$ cat config.mk
export PLATFORM = sky130hd
export DESIGN_NAME = snoop_bus_arbiter_flat
export DESIGN_NICKNAME = d
export VERILOG_FILES = /design/src/rtl/snoop_bus_arbiter_if.sv /design/src/rtl/snoop_bus_arbiter.sv /design/src/flat_wrapper.sv
export SDC_FILE = /design/constraint.sdc
export NUM_CORES = 1
export LEC_CHECK = 0
export BUFFER_PORTS_ARGS = -buffer_cell sky130_fd_sc_hd__buf_2
export CORE_ASPECT_RATIO = 0.8
export CORE_MARGIN = 3
export CORE_UTILIZATION = 53
export CTS_BUF_LIST = sky130_fd_sc_hd__clkbuf_16
export DETAILED_ROUTE_END_ITERATION = 10
export GPL_ROUTABILITY_DRIVEN = 0
export HOLD_SLACK_MARGIN = 0.03
export PLACE_DENSITY_LB_ADDON = 0.12
export REMOVE_ABC_BUFFERS = 1
export SETUP_SLACK_MARGIN = 0.02
export SLEW_MARGIN = 20
export SYNTH_ARGS = -nofsm -noshare
export SYNTH_HDL_FRONTEND = slang
export SYNTH_SLANG_ARGS = --single-unit
export TNS_END_PERCENT = 1
$ cat constraint.sdc
create_clock -name clock -period 3.1 [get_ports clock]
set_input_delay 0.31 -clock clock [delete_from_list [all_inputs] [get_ports clock]]
set_output_delay 0.31 -clock clock [all_outputs]
set_load 0.01 [all_outputs]
$ cat src/rtl/snoop_bus_arbiter_if.sv
// Bus-side signal bundle for snoop_bus_arbiter.
// The master modport is the arbiter's view; the slave modport is the CPU-side view.
interface snoop_bus_arbiter_if #(
    parameter int unsigned WIDTH = 10
) ();

    logic [2:0]       req;
    logic [WIDTH-1:0] msg0;
    logic [WIDTH-1:0] msg1;
    logic [WIDTH-1:0] msg2;
    logic [2:0]       snoop_shared;
    logic [2:0]       grant;
    logic [WIDTH-1:0] bus;
    logic             bus_valid;
    logic             shared_out;
    logic             done;

    modport master (
        input  req,
        input  msg0,
        input  msg1,
        input  msg2,
        input  snoop_shared,
        output grant,
        output bus,
        output bus_valid,
        output shared_out,
        output done
    );

    modport slave (
        output req,
        output msg0,
        output msg1,
        output msg2,
        output snoop_shared,
        input  grant,
        input  bus,
        input  bus_valid,
        input  shared_out,
        input  done
    );

endinterface

$ cat src/rtl/snoop_bus_arbiter.sv
// 3-requester round-robin snoop bus arbiter.
// A granted CPU's message is latched and broadcast for HOLD_CYCLES cycles. The non-owner
// snoop_shared bits are then ORed and returned to the owner together with a one-cycle done pulse.
// Optional macro BUS_ARB_COUNT_EN adds a 16-bit wrapping count of completed transactions.
module snoop_bus_arbiter #(
    parameter int unsigned WIDTH       = 10,
    // Legal range 1..15; the hold counter is 4 bits wide.
    parameter int unsigned HOLD_CYCLES = 2
) (
    input  logic                clock,
    input  logic                clear,
    snoop_bus_arbiter_if.master bus_if
`ifdef BUS_ARB_COUNT_EN
    ,
    output logic [15:0]         txn_count
`endif
);

    typedef enum logic [1:0] {
        StIdle,
        StBcast,
        StCollect,
        StDone
    } state_e;

    localparam logic [3:0] HoldLast = 4'(HOLD_CYCLES);

    state_e           state_q, state_d;
    logic [3:0]       cnt_q, cnt_d;
    logic [1:0]       ptr_q, ptr_d;
    logic [1:0]       owner_q, owner_d;
    logic [2:0]       grant_q, grant_d;
    logic [WIDTH-1:0] bus_q, bus_d;
    logic             bus_valid_q, bus_valid_d;
    logic             shared_q, shared_d;
    logic             done_q, done_d;

    logic [1:0]       win_idx;
    logic [WIDTH-1:0] win_msg;

`ifdef BUS_ARB_COUNT_EN
    logic [15:0]      txn_count_q, txn_count_d;
`endif

    // Round-robin pick: scan upward starting just after the last owner.
    always_comb begin
        win_idx = 2'd0;
        unique case (ptr_q)
            2'd0: begin
                if (bus_if.req[1])      win_idx = 2'd1;
                else if (bus_if.req[2]) win_idx = 2'd2;
                else                    win_idx = 2'd0;
            end
            2'd1: begin
                if (bus_if.req[2])      win_idx = 2'd2;
                else if (bus_if.req[0]) win_idx = 2'd0;
                else                    win_idx = 2'd1;
            end
            default: begin
                if (bus_if.req[0])      win_idx = 2'd0;
                else if (bus_if.req[1]) win_idx = 2'd1;
                else                    win_idx = 2'd2;
            end
        endcase
    end

    // Message of the selected requester, latched only at grant.
    always_comb begin
        win_msg = bus_if.msg0;
        unique case (win_idx)
            2'd1:    win_msg = bus_if.msg1;
            2'd2:    win_msg = bus_if.msg2;
            default: win_msg = bus_if.msg0;
        endcase
    end

    // Next state and next registered outputs of the transaction FSM.
    always_comb begin
        state_d     = state_q;
        cnt_d       = cnt_q;
        ptr_d       = ptr_q;
        owner_d     = owner_q;
        grant_d     = grant_q;
        bus_d       = bus_q;
        bus_valid_d = bus_valid_q;
        shared_d    = shared_q;
        done_d      = done_q;

        unique case (state_q)
            StIdle: begin
                if (bus_if.req != 3'b000) begin
                    owner_d     = win_idx;
                    grant_d     = 3'b001 << win_idx;
                    bus_d       = win_msg;
                    bus_valid_d = 1'b1;
                    cnt_d       = 4'd1;
                    state_d     = StBcast;
                end
            end
            StBcast: begin
                if (cnt_q == HoldLast) begin
                    bus_valid_d = 1'b0;
                    bus_d       = '0;
                    state_d     = StCollect;
                end else begin
                    cnt_d = cnt_q + 4'd1;
                end
            end
            StCollect: begin
                // The owner's own snoop response is masked off.
                shared_d = |(bus_if.snoop_shared & ~grant_q);
                done_d   = 1'b1;
                state_d  = StDone;
            end
            StDone: begin
                grant_d  = 3'b000;
                done_d   = 1'b0;
                shared_d = 1'b0;
                cnt_d    = 4'd0;
                ptr_d    = owner_q;
                state_d  = StIdle;
            end
            default: begin
                state_d = StIdle;
            end
        endcase
    end

`ifdef BUS_ARB_COUNT_EN
    // Completed-transaction counter; wraps naturally at 16 bits.
    always_comb begin
        txn_count_d = txn_count_q + 16'(done_q);
    end
`endif

    // State register with synchronous active-high clear; clear aborts any transaction.
    always_ff @(posedge clock) begin
        if (clear) begin
            state_q     <= StIdle;
            cnt_q       <= 4'd0;
            ptr_q       <= 2'd2;
            owner_q     <= 2'd0;
            grant_q     <= 3'b000;
            bus_q       <= '0;
            bus_valid_q <= 1'b0;
            shared_q    <= 1'b0;
            done_q      <= 1'b0;
        end else begin
            state_q     <= state_d;
            cnt_q       <= cnt_d;
            ptr_q       <= ptr_d;
            owner_q     <= owner_d;
            grant_q     <= grant_d;
            bus_q       <= bus_d;
            bus_valid_q <= bus_valid_d;
            shared_q    <= shared_d;
            done_q      <= done_d;
        end
    end

`ifdef BUS_ARB_COUNT_EN
    // Counter register, cleared with the rest of the block.
    always_ff @(posedge clock) begin
        if (clear) begin
            txn_count_q <= 16'h0000;
        end else begin
            txn_count_q <= txn_count_d;
        end
    end

    assign txn_count = txn_count_q;
`endif

    assign bus_if.grant      = grant_q;
    assign bus_if.bus        = bus_q;
    assign bus_if.bus_valid  = bus_valid_q;
    assign bus_if.shared_out = shared_q;
    assign bus_if.done       = done_q;

endmodule
$ cat src/flat_wrapper.sv
// flat-port wrapper written by rule: the top's interface ports become plain ports
module snoop_bus_arbiter_flat 
#(
    parameter int unsigned WIDTH       = 10,
                                                          
    parameter int unsigned HOLD_CYCLES = 2
)
  (clock, clear, bus_if_req, bus_if_msg0, bus_if_msg1, bus_if_msg2, bus_if_snoop_shared, bus_if_grant, bus_if_bus, bus_if_bus_valid, bus_if_shared_out, bus_if_done);
  snoop_bus_arbiter_if #(.WIDTH(WIDTH)) bus_if_i ();
  input  logic clock;
  input  logic clear;
  input wire logic [$bits(bus_if_i.req)-1:0] bus_if_req;
  input wire logic [$bits(bus_if_i.msg0)-1:0] bus_if_msg0;
  input wire logic [$bits(bus_if_i.msg1)-1:0] bus_if_msg1;
  input wire logic [$bits(bus_if_i.msg2)-1:0] bus_if_msg2;
  input wire logic [$bits(bus_if_i.snoop_shared)-1:0] bus_if_snoop_shared;
  output wire logic [$bits(bus_if_i.grant)-1:0] bus_if_grant;
  output wire logic [$bits(bus_if_i.bus)-1:0] bus_if_bus;
  output wire logic [$bits(bus_if_i.bus_valid)-1:0] bus_if_bus_valid;
  output wire logic [$bits(bus_if_i.shared_out)-1:0] bus_if_shared_out;
  output wire logic [$bits(bus_if_i.done)-1:0] bus_if_done;
  assign bus_if_i.req = bus_if_req;
  assign bus_if_i.msg0 = bus_if_msg0;
  assign bus_if_i.msg1 = bus_if_msg1;
  assign bus_if_i.msg2 = bus_if_msg2;
  assign bus_if_i.snoop_shared = bus_if_snoop_shared;
  assign bus_if_grant = bus_if_i.grant;
  assign bus_if_bus = bus_if_i.bus;
  assign bus_if_bus_valid = bus_if_i.bus_valid;
  assign bus_if_shared_out = bus_if_i.shared_out;
  assign bus_if_done = bus_if_i.done;
  snoop_bus_arbiter #(.WIDTH(WIDTH), .HOLD_CYCLES(HOLD_CYCLES)) u_core (.clock(clock), .clear(clear), .bus_if(bus_if_i));
endmodule
==> results of run 1 <==
-- area by class of cell --
| cell class | instances | area, um2 | area share, % |
|---|---|---|---|
| clock inverters | 1 | 3.75 | 0.204 |
| clock buffers | 3 | 75.1 | 4.08 |
| multi-input cells | 119 | 895 | 48.6 |
| repair buffers | 53 | 265 | 14.4 |
| well taps | 36 | 45.0 | 2.45 |
| inverters | 10 | 37.5 | 2.04 |
| flip-flops and latches | 26 | 520 | 28.3 |
-- metrics by stage --
stage / power, uW / utilization, % / hold slack, ns / worst slack [ns]
global placement: 1130 / 67.7 / 0.430 / 1.03
CTS: 1440 / 70.8 / 0.398 / 1.02
floorplan: 954 / - / 0.378 / 1.30
detailed placement: 1160 / 67.7 / 0.436 / 0.930
global route: 1530 / 70.8 / 0.432 / 0.852
finish: 1430 / 70.8 / 0.399 / 1.02
-- placed cells by master, fill, tap and decap left out, drive strengths merged, types with 2 or more instances in the layout --
cell,count
buf,53
dfxtp,26
nor2,19
a22o,11
inv,10
a22oi,10
a21oi,10
ha,9
a211oi,6
nor2b,5
nand2,5
clkbuf,3
o32ai,3
a31o,3
or2b,2
o2bb2ai,2
and2,2
nand2b,2
a21o,2
and4b,2
mux2i,2
o21ai,2
-- power breakdown --
part | leakage [uW] | switching, uW | internal (uW)
combinational | 0.000593 | 355 | 282
sequential | 0.000213 | 69.4 | 447
clock | 0.0000385 | 110 | 172
-- flip-flops by register name (all words and copies together), names as in the netlist, 2 cells and up --
register / count
u_core.bus_if.grant: 3
u_core.owner_q: 2
u_core.state_q: 2
u_core.cnt_q: 4
u_core.bus_if.bus: 10
u_core.ptr_q: 2
-- routing by layer --
layer  vias up  routed length [um]
li1        718                   -
met1       656                1590
met2        61                1620
met3         2                 345
met4         0                   8
met5         -                   0
-- critical path, stage by stage (launching register included) --
cell	delay, ns
dfxtp_1	0.38
inv_1	0.08
ha_1	0.32
and4bb_1	0.27
o32ai_2	0.71
a22o_1	0.26
-- how the worst max path moves through the flow --
stage                      endpoint  cells past startpoint
2_1_floorplan  u_core.bus_if.bus[0]                      7
3_3_place_gp   u_core.bus_if.bus[3]                      8
3_5_place_dp   u_core.bus_if.bus[2]                      8
4_1_cts        u_core.bus_if.bus[2]                      5
5_1_grt        u_core.bus_if.bus[3]                      7
6_report       u_core.bus_if.bus[2]                      5
-- cell families after synthesis --
group / share of synthesized area [%]
simple gates: 17.5
mux: 1.31
flops: 34.0
buf+inv: 7.52
fa+ha+maj: 7.36
compound gates: 32.3
==> results.py, run 1 <==
metrics = {
    "outcome": {
        "status": "finished, final reports clean",
    },
    "critical_path": {
        "startpoint_type": "flop",
        "end_kind": "flop",
        "crit_start": "u_core.state_q[1]",
        "worst-path-max-fanout": 11,
        "worstPathArrival_ns": 2.29,
        "regToRegEndpoint": "u_core.bus_if.bus[2]",
        "ff2ff_setup_slack_ns": 1.02,
        "crit_required_ns": 3.30,
        "r2r_cells": 5,
        "critPathKind": "reg2reg",
        "rr_startpoint": "u_core.state_q[1]",
    },
    "power_and_ir_drop": {
        "leakagePower_uw": 0.000845,
        "ir_worst_vdd_v": 0.000436,
        "p_per_area_nw_per_um2": 779,
    },
    "global_routing": {
        "antenna_found_initial": 0,
        "grtUsageMet1_pct": 26.8,
        "grt_busiest_layer": "met2",
        "grt_pass1_vias": 1220,
        "use_met2_pct": 32.3,
        "grt_overflow": 0,
        "grt_usage_pct": 19.9,
        "grt_pass1_wl_mm": 5.49,
        "grt_max_degree": 21,
        "use_met3_pct": 5.64,
    },
    "floorplanning": {
        "die_x_um": 66.1,
        "core_um2": 2600,
        "pin_count": 54,
        "rows": 16,
        "die_h_um": 54.1,
        "die_area_um2": 3570,
        "initial_core_util_pct": 58.8,
    },
    "sta": {
        "maxSlewHeadroom_pct": 46.2,
        "tns_ns": 0,
        "fin_crit_ns": 2.08,
        "setup_viol": 0,
        "min_period_over_period_pct": 67.2,
        "worst_clock_skew_ns": 0.00280,
        "tightest_slew_ns": 0.807,
        "max_freq_mhz": 480,
        "rsz0062_at_grt": "no",
        "slew_viol_final": 0,
        "hold_viol_final": 0,
    },
    "clock_network": {
        "cts_resized": 0,
        "worstSkewPairLatency_ns": 0.26,
        "holdBufCountCts": 0,
        "path_clk_slew_ns": 0.06,
        "cts_setup_buffers": 0,
        "cts_tree": "built",
        "cts_inserted_buffers": 3,
        "clk_path_buf_depth": 2,
        "cts-root-buf": "clkbuf_16",
        "cts.sinks": 26,
        "htreeDepth": 1,
    },
    "detailed_routing": {
        "route.detailed.drc": 0,
        "dr.pass1.iters": 4,
        "num_vias": 1437,
        "drtIter0Drc": 82,
        "via_per_inst": 5.79,
        "post_drt_wl_per_cell_um": 14.3,
        "drt-total-wl_mm": 3.56,
        "ant_nets": 0,
    },
    "cells_and_area": {
        "drive_above_1_share_pct": 31.1,
        "stdcell_count": 248,
        "num-fill-cells": 215,
        "diodes": 0,
        "stdcell_area_um2": 1840,
        "nNetsFinal": 260,
        "syn_to_final_growth_pct": 20.4,
    },
    "synthesis": {
        "synth_top_area_share_pct": 34.0,
        "yosysSeqAreaShare_pct": 34.0,
        "synthCells": 168,
        "syn_area_per_cell_um2": 9.11,
        "synth_most_common_cell": "dfxtp_1",
        "synth-main-ff-cell": "dfxtp_1",
        "synth_cell_types": 50,
        "async_flop_share_pct": 0,
        "synth_top_area_cell": "dfxtp_1",
        "synth.ff_latch_count": 26,
        "synth_commonest_cells": "dfxtp_1 (26), nor2_1 (19), a22o_1 (11)",
        "synth-edff-count": 0,
        "ys_warn_count": 0,
        "netlist_top_cells_area": "dfxtp_1 (34%), ha_1 (7.4%), a22o_1 (6.3%)",
        "synth.cell_area_um2": 1530,
    },
    "worst_hold_path": {
        "whs_path_depth": 2,
        "min_to": "u_core.ptr_q[0]",
        "worstHoldStart": "clear",
        "hold_class": "in2reg",
    },
    "run": {
        "maxCapViolations": 0,
    },
    "place": {
        "dpl_cell_area_um2": 1760,
        "dp_hpwl_mm": 2.75,
        "io_buffer_count": 53,
        "place_inst": 244,
    },
}
No activity file was read; power rests on OpenSTA's default activity.
==> run 2, diff against run 1 <==
- CORE_UTILIZATION: 53 -> 44
- clock period: 3.1 -> 1.9 ns (I/O delays scaled with it)
==> results.py, run 2 (synthesis gave the netlist of run 1 again) <==
metrics = {
    "outcome": {
        "status": "finished, final reports clean",
    },
    "detailed_routing": {
        "dr.pass1.iters": 5,
        "drtIter0Drc": 96,
        "via_per_inst": 5.70,
        "drt-total-wl_mm": 3.96,
        "num_vias": 1504,
        "topRoutingLayerUsed": "met4",
        "wl_met2_mm": 1.81,
        "post_drt_wl_per_cell_um": 15.0,
        "drt-met1-wl_mm": 1.87,
        "route.detailed.drc": 0,
        "wl_met3_um": 263,
        "ant_nets": 0,
    },
    "sta": {
        "min_period_over_period_pct": 96.4,
        "worst_clock_skew_ns": 0.00557,
        "hold_viol_final": 0,
        "tightest_slew_ns": 0.386,
        "setup_viol": 0,
        "final.setup.worst_slack_ns": 0.0691,
        "maxSlewHeadroom_pct": 74.2,
        "fin_crit_ns": 1.83,
        "rsz0062_at_grt": "yes",
        "slew_viol_final": 0,
        "max_freq_mhz": 546,
    },
    "worst_hold_path": {
        "whs_path_depth": 2,
        "hold_class": "in2reg",
    },
    "floorplanning": {
        "die_h_um": 58.7,
        "pin_count": 54,
        "die_x_um": 71.9,
        "die_area_um2": 4230,
        "rows": 18,
        "initial_core_util_pct": 47.8,
        "core_um2": 3200,
    },
    "critical_path": {
        "crit_start": "u_core.ptr_q[0]",
        "path_cells": "or2b_1 > a21boi_4 > a2bb2oi_2 > ha_4 > nor2_1 > a21oi_1 > a22o_1",
        "worstPathArrival_ns": 1.98,
        "critPathKind": "reg2reg",
        "startpoint_type": "flop",
        "cpPeakStageDelay_ns": 0.33,
        "r2r_cells": 7,
        "end_kind": "flop",
        "crit_required_ns": 2.05,
        "rr_startpoint": "u_core.ptr_q[0]",
        "regToRegEndpoint": "u_core.bus_if.bus[6]",
        "cp-endpoint": "u_core.bus_if.bus[6]",
        "critPathSlowestCell": "dfxtp_1",
        "ff2ff_setup_slack_ns": 0.07,
        "worst-path-max-fanout": 20,
    },
    "global_routing": {
        "grt_max_degree": 21,
        "antenna_found_initial": 0,
        "grt_usage_pct": 18.6,
        "grt_pass1_wl_mm": 6.29,
        "grt_pass1_vias": 1357,
        "grt_overflow": 0,
    },
    "cells_and_area": {
        "final_cell_mix": "buf_2 (53), dfxtp_1 (25), nor2_1 (19)",
        "nNetsFinal": 272,
        "diodes": 0,
        "final_common_cell": "buf_2",
        "stdcell_area_um2": 2000,
        "drive_above_1_share_pct": 37.9,
        "largest_register_ff_count": 10,
        "syn_to_final_growth_pct": 30.8,
        "post-route-util_pct": 62.6,
        "stdcell_count": 264,
    },
    "power_and_ir_drop": {
        "p_per_area_nw_per_um2": 1240,
        "leakagePower_uw": 0.000914,
        "ir_worst_vdd_v": 0.000808,
        "fin_total_pwr_uw": 2480,
    },
    "clock_network": {
        "cts_tree": "built",
        "holdBufCountCts": 0,
        "htreeDepth": 1,
        "worstSkewPairLatency_ns": 0.26,
        "path_clk_slew_ns": 0.06,
        "clk_path_buf_depth": 2,
        "cts.sinks": 26,
        "cts-root-buf": "clkbuf_16",
        "cts_inserted_buffers": 3,
    },
    "place": {
        "dp_hpwl_mm": 2.91,
        "io_buffer_count": 53,
        "dpl_cell_area_um2": 1850,
        "place_inst": 259,
        "pre_cts_ws_ns": -0.0866,
    },
    "run": {
        "maxCapViolations": 0,
    },
}
run 2: timing repair:
| action | in CTS | in global routing |
|---|---|---|
| buffers inserted | 0 | 1 |
| resized for setup | 6 | 6 |
| setup endpoints to repair | 10 | 10 |
| pin swaps | 0 | 1 |
run 2: area by class of cell:
cell class	instances	area, um2
fillers	284	1200
well taps	40	50.0
flip-flops and latches	26	522
inverters	10	37.5
multi-input cells	119	958
clock buffers	3	75.1
clock inverters	1	3.75
repair buffers	65	355
run 2: routing by layer:
metal,track usage [%],vias up
li1,-,744
met1,24.7,707
met2,30.5,49
met3,4.10,4
met4,5.36,0
met5,0,-
run 2: report_power, final:
| part | internal [uW] | switching, uW |
|---|---|---|
| clock network | 282 | 190 |
| logic | 544 | 619 |
| registers | 730 | 118 |
| total | 1560 | 927 |
run 2: critical path, delay by kind of cell, from the launching register on:
family                   cells  cell delay [ns]
flip-flops                   1             0.33
AND/OR/NAND/NOR              2             0.31
AO/OA/AOI/OAI                4             0.76
adder cells (fa/ha/maj)      1             0.32
run 2: metrics by stage:
stage	hold WS (ns)	setup TNS [ns]
after detailed placement	0.434	-0.762
after floorplan	0.258	0
final	0.283	0
after global routing	0.318	-0.0595
after global placement	0.430	-0.00372
after CTS	0.287	0
run 2: worst min-delay path by stage:
stage	startpoint	to
detailed placement	u_core.bus_if.bus_valid	u_core.bus_if.bus_valid
finish	clear	u_core.ptr_q[0]
floorplan	clear	u_core.cnt_q[3]
CTS	clear	u_core.ptr_q[0]
global route	clear	u_core.cnt_q[3]
global placement	u_core.bus_if.bus_valid	u_core.bus_if.bus_valid
